<file path="src/rtl/mem_bus_arbiter.sv">
// mem_bus_arbiter: round-robin arbiter sharing one wishbone memory port between
// the I-cache and D-cache miss ports. The grant is held for a whole transfer and
// ends on ACK, RTY or requester abort. An IDLE bubble separates transfers.
// Optional watchdog, enabled by defining ARB_WATCHDOG_EN, retries a granted
// requester after TIMEOUT_CYCLES grant cycles with no ACK/RTY from memory.
module mem_bus_arbiter #(
   parameter int ADDR_W         = 12,
   parameter int DATA_W         = 128,
   parameter int TIMEOUT_CYCLES = 64
) (
   input  logic                clk,
   input  logic                rst,
   input  logic                i_stb,
   input  logic                i_we,
   input  logic [ADDR_W-1:0]   i_adr,
   input  logic [DATA_W/8-1:0] i_sel,
   input  logic [DATA_W-1:0]   i_dat_m,
   output logic                i_ack,
   output logic                i_rty,
   input  logic                d_stb,
   input  logic                d_we,
   input  logic [ADDR_W-1:0]   d_adr,
   input  logic [DATA_W/8-1:0] d_sel,
   input  logic [DATA_W-1:0]   d_dat_m,
   output logic                d_ack,
   output logic                d_rty,
   output logic                m_stb,
   output logic                m_cyc,
   output logic                m_we,
   output logic [ADDR_W-1:0]   m_adr,
   output logic [DATA_W/8-1:0] m_sel,
   output logic [DATA_W-1:0]   m_dat_m,
   input  logic                m_ack,
   input  logic                m_rty
);

   typedef enum logic [1:0] {
      ST_IDLE  = 2'd0,
      ST_GNT_I = 2'd1,
      ST_GNT_D = 2'd2
   } state_t;

   // last_gnt encoding: 0 = I-cache was granted last, 1 = D-cache
   localparam logic LAST_I = 1'b0;
   localparam logic LAST_D = 1'b1;

   state_t state_r;
   state_t state_nxt_s;
   logic   last_gnt_r;
   logic   last_gnt_nxt_s;
   logic   timeout_s;

`ifdef ARB_WATCHDOG_EN
   localparam int WD_W = $clog2(TIMEOUT_CYCLES + 1);

   logic [WD_W-1:0] wd_cnt_r;

   // Watchdog counter: zero while idle (so zero on grant entry), counts grant cycles
   always_ff @(posedge clk) begin
      if (rst) begin
         wd_cnt_r <= '0;
      end else if (state_r == ST_IDLE) begin
         wd_cnt_r <= '0;
      end else begin
         wd_cnt_r <= wd_cnt_r + WD_W'(1);
      end
   end

   // A real ACK/RTY in the limit cycle wins over the watchdog
   assign timeout_s = (state_r != ST_IDLE) && (wd_cnt_r == WD_W'(TIMEOUT_CYCLES))
                      && !m_ack && !m_rty;
`else
   // Without the watchdog the limit has no effect; keep it referenced
   logic [31:0] wd_limit_unused_s;
   assign wd_limit_unused_s = 32'(TIMEOUT_CYCLES);
   assign timeout_s         = 1'b0;
`endif

   // State and round-robin history registers
   always_ff @(posedge clk) begin
      if (rst) begin
         state_r    <= ST_IDLE;
         last_gnt_r <= LAST_I;
      end else begin
         state_r    <= state_nxt_s;
         last_gnt_r <= last_gnt_nxt_s;
      end
   end

   // Next-state selection and bus steering toward the granted requester
   always_comb begin
      state_nxt_s    = state_r;
      last_gnt_nxt_s = last_gnt_r;
      m_stb          = 1'b0;
      m_cyc          = 1'b0;
      m_we           = 1'b0;
      m_adr          = '0;
      m_sel          = '0;
      m_dat_m        = '0;
      i_ack          = 1'b0;
      i_rty          = 1'b0;
      d_ack          = 1'b0;
      d_rty          = 1'b0;

      case (state_r)
         ST_IDLE: begin
            if (i_stb && d_stb) begin
               // Tie: grant whichever port was not served last
               if (last_gnt_r == LAST_I) begin
                  state_nxt_s    = ST_GNT_D;
                  last_gnt_nxt_s = LAST_D;
               end else begin
                  state_nxt_s    = ST_GNT_I;
                  last_gnt_nxt_s = LAST_I;
               end
            end else if (i_stb) begin
               state_nxt_s    = ST_GNT_I;
               last_gnt_nxt_s = LAST_I;
            end else if (d_stb) begin
               state_nxt_s    = ST_GNT_D;
               last_gnt_nxt_s = LAST_D;
            end else begin
               state_nxt_s = ST_IDLE;
            end
         end

         ST_GNT_I: begin
            m_stb   = i_stb && !timeout_s;
            m_cyc   = i_stb && !timeout_s;
            m_we    = i_we;
            m_adr   = i_adr;
            m_sel   = i_sel;
            m_dat_m = i_dat_m;
            i_ack   = m_ack;
            i_rty   = m_rty || timeout_s;
            if (m_ack || m_rty || !i_stb || timeout_s) begin
               state_nxt_s = ST_IDLE;
            end else begin
               state_nxt_s = ST_GNT_I;
            end
         end

         ST_GNT_D: begin
            m_stb   = d_stb && !timeout_s;
            m_cyc   = d_stb && !timeout_s;
            m_we    = d_we;
            m_adr   = d_adr;
            m_sel   = d_sel;
            m_dat_m = d_dat_m;
            d_ack   = m_ack;
            d_rty   = m_rty || timeout_s;
            if (m_ack || m_rty || !d_stb || timeout_s) begin
               state_nxt_s = ST_IDLE;
            end else begin
               state_nxt_s = ST_GNT_D;
            end
         end

         default: begin
            state_nxt_s = ST_IDLE;
         end
      endcase
   end

endmodule
</file>
<file path="config.mk">
export PLATFORM = sky130hd
export DESIGN_NAME = mem_bus_arbiter
export DESIGN_NICKNAME = d
export VERILOG_FILES = /design/src/rtl/mem_bus_arbiter.sv
export SDC_FILE = /design/constraint.sdc
export NUM_CORES = 1
export LEC_CHECK = 0
export CAP_MARGIN = 20
export CELL_PAD_IN_SITES_DETAIL_PLACEMENT = 1
export CELL_PAD_IN_SITES_GLOBAL_PLACEMENT = 2
export CORE_AREA = 2 2 190 192
export DETAILED_ROUTE_END_ITERATION = 12
export DIE_AREA = 0 0 192 194
export PLACE_DENSITY = 0.86
export SLEW_MARGIN = 5
export SYNTH_ARGS = -nofsm -noshare
export SYNTH_HDL_FRONTEND = slang
export SYNTH_SLANG_ARGS = --single-unit
</file>
<file path="constraint.sdc">
create_clock -name clk -period 2.85 [get_ports clk]
set_input_delay 0.57 -clock clk [delete_from_list [all_inputs] [get_ports clk]]
set_output_delay 0.57 -clock clk [all_outputs]
set_load 0.01 [all_outputs]
</file>
==> impl_metrics.tcl <==
set metrics [dict create \
    async_reset_ff_share_pct 0 \
    synth_warnings 0 \
    dp_cells 1303 \
    synth_top_family_by_area "compound AO/OA/AOI/OAI gates" \
    layout_min_cycle_time_ns 2.75 \
    area_growth_pct 206 \
    synthAdderAreaFrac_pct 1.83 \
    clkSinkCount 3 \
    avgSynthCellArea_sq_um 6.95 \
    grt_pass1_wl_mm 32.8 \
    antenna_cells 0 \
    cts_htree_levels 1 \
    rr_endpoint "state_r[0]$_SDFF_PP0_" \
    slew_violations 0 \
    post_synth_xor_area_fraction_pct 0 \
    fill_cells 4142 \
    post-route-period-util_pct 96.5 \
    crit_start "state_r[1]$_SDFF_PP0_" \
    avgRoutedWirePerCell_microns 19.0 \
    dr.pass1.iters 6 \
    instances_no_fill 1316 \
    grt.overflow.total 0 \
    rr_worst_depth 6 \
    pre_cts_slack_ns 0.225 \
    yosysUniqueCellTypes 19 \
    clk_pin_slew_worst_paths_ns 0.03 \
    setup_ws_ns 0.101 \
    yosysSeqAreaShare_pct 2.19 \
    clk_latency_ns 0.22 \
    cts_tree "yes" \
    setup_viol_count_final 0 \
    core.rowCount 69 \
    wl_mm 25.0 \
    root_buffer "clkbuf_16" \
    synth_compound_area_share_pct 45.0 \
    crit_path_end_kind "primary output" \
    relSlewSlack_pct 78.3 \
    start_util_pct 7.77 \
    die_w_microns 192 \
    crit_type "flip-flop to primary output" \
    rr_startpoint "state_r[1]$_SDFF_PP0_" \
    synth.area.top_cells "a22oi_1 43%, nor2b_1 36%, buf_6 4.5%" \
    irDropWorstVdd_mv 0.170 \
    drc 0 \
    max_cap_violations 0 \
    ctsHoldBuffers 0 \
    r2r_slack_ns 1.33 \
    core-area_sq_um 35200 \
    path_max_fanout 40 \
    finalSetupTns_ns 0 \
    ant_nets 0 \
    synth_nets 718 \
    synth_area_sq_um 2740 \
    fmax_mhz 364 \
    drive_gt1_share_pct 5.15 \
    synth_mux_area_share_pct 0 \
    status "finished, final reports clean" \
    io_pins 483 \
    grt.total_usage_pct 11.4 \
    via_count 5083 \
    endpoint "m_dat_m[65]" \
    synth_top_area_share_pct 43.3 \
    ys_top_cells_by_count "158 x a22oi_1, 158 x nor2b_1, 24 x buf_2" \
    worstMarginPinSlew_ns 0.326 \
    antenna_found_initial 1 \
    die_h_microns 194 \
    grt_max_degree 80 \
    synth-main-ff-cell "dfxtp_1" \
    synthCells 394 \
    die_area_sq_um 37200 \
    final-hold-violation-count 0 \
    vias_per_cell 3.86 \
    drt_iter0_drc 162 \
    leakage_nw 2.60 \
    synth_seq_cells 3 \
    io_buffers 482 \
    p_per_area_nw_per_um2 191 \
    numCtsBuffers 3 \
    fin_util_pct 23.8 \
    finalClockSkew_ns 0.000677 \
    cp_data_required_time_ns 2.28 \
    yosys.area_share.simple_pct 38.0 \
    synth_edf_count 0 \
    hold_path.class "flip-flop to flip-flop" \
    grt_pass1_vias 5386 \
    rsz0062_at_grt "false" \
    critPathLaunchType "flip-flop" \
    yosysTopAreaCell "a22oi_1" \
    p_total_mw 1.61 \
    gp_congestion 0.753 \
    cts_buffer_depth 2 \
    hpwlAfterDp_mm 19.2 \
    cp.arrival_ns 2.18 \
    final_nets 1180 \
]
## power by group
part,leakage [nW],internal (mW),switching [mW]
Sequential,0.0255,0.0465,0.00436
Combinational,2.53,0.823,0.506
Clock,0.0382,0.185,0.0401
Total,2.60,1.05,0.551
## state kept, by name (all words and copies together) (netlist names)
name        cells
state_r         2
last_gnt_r      1
## repair_timing
action	CTS	global route
gates cloned	1	4
setup endpoints to repair	2	66
setup buffers	0	4
pin swaps	0	2
gates resized for setup	4	10
## worst max-delay path: stages, from the launching register on
cell,delay (ns)
dfxtp_2,0.33
inv_1,0.15
ha_4,0.27
buf_16,0.24
a22oi_1,0.13
nor2b_1,0.15
clkdlybuf4s50_1,0.62
## worst min-delay path by stage
stage | from | end | slack (ns) | cells after the start
6_report | last_gnt_r$_SDFFE_PP0P_ | last_gnt_r$_SDFFE_PP0P_ | 0.53 | 1
5_1_grt | last_gnt_r$_SDFFE_PP0P_ | last_gnt_r$_SDFFE_PP0P_ | 0.58 | 1
4_1_cts | last_gnt_r$_SDFFE_PP0P_ | last_gnt_r$_SDFFE_PP0P_ | 0.53 | 1
3_5_place_dp | last_gnt_r$_SDFFE_PP0P_ | last_gnt_r$_SDFFE_PP0P_ | 0.52 | 1
3_3_place_gp | last_gnt_r$_SDFFE_PP0P_ | last_gnt_r$_SDFFE_PP0P_ | 0.48 | 1
2_1_floorplan | last_gnt_r$_SDFFE_PP0P_ | last_gnt_r$_SDFFE_PP0P_ | 0.47 | 1
## layer usage
layer,track usage [%],routed length [microns]
met5,0,13
met4,1.95,365
met3,3.15,2430
met2,21.2,12300
met1,13.1,9950
## final cells by class
| type | count | area, sq um | area share [%] |
|---|---|---|---|
| clock buffer | 4 | 78.8 | 0.940 |
| inverter | 3 | 11.3 | 0.134 |
| multi-input combinational | 334 | 2360 | 28.2 |
| sequential | 3 | 62.6 | 0.746 |
| tap | 461 | 577 | 6.88 |
| timing repair buffer | 511 | 5290 | 63.1 |
## cell families (layout without fill, tap and decap cells)
| logic type | Yosys count | in the layout |
|---|---|---|
| buffers and inverters | 57 | 518 |
| and+or+nand+nor | 167 | 167 |
| AOI/OAI and AO/OA | 163 | 163 |
| DFF | 3 | 3 |
| adders and majority gates | 4 | 4 |
## placed cells by master, fill, tap and decap left out
| cell type | netlist | layout |
|---|---|---|
| clkdlybuf4s50_1 | 0 | 474 |
| a22oi_1 | 158 | 158 |
| nor2b_1 | 158 | 157 |
| buf_4 | 4 | 17 |
| clkbuf_16 | 0 | 7 |
| buf_16 | 0 | 6 |
| buf_12 | 0 | 5 |
| and2_1 | 4 | 4 |
| inv_1 | 3 | 3 |
| ha_4 | 0 | 3 |
| dlymetal6s2s_1 | 0 | 3 |
| nand3_1 | 2 | 2 |
| a211oi_2 | 2 | 2 |
| dlygate4sd2_1 | 0 | 2 |
| dfxtp_2 | 0 | 2 |
| nor2b_2 | 0 | 1 |
| nor2_1 | 1 | 1 |
| nand3_2 | 1 | 1 |
| nand2_1 | 1 | 1 |
| a21oi_1 | 1 | 1 |
| a311oi_1 | 1 | 1 |
| o211ai_1 | 1 | 1 |
| ha_1 | 4 | 1 |
| clkbuf_1 | 14 | 1 |
| dfxtp_1 | 3 | 1 |
## metrics by stage
stage	hold WS (ns)	cell area (sq um)
6_report	0.526	8390
3_3_place_gp	0.485	8080
5_1_grt	0.577	8390
4_1_cts	0.528	8200
3_5_place_dp	0.521	8080
2_1_floorplan	0.468	2740
No activity file was read; power rests on OpenSTA's default activity.
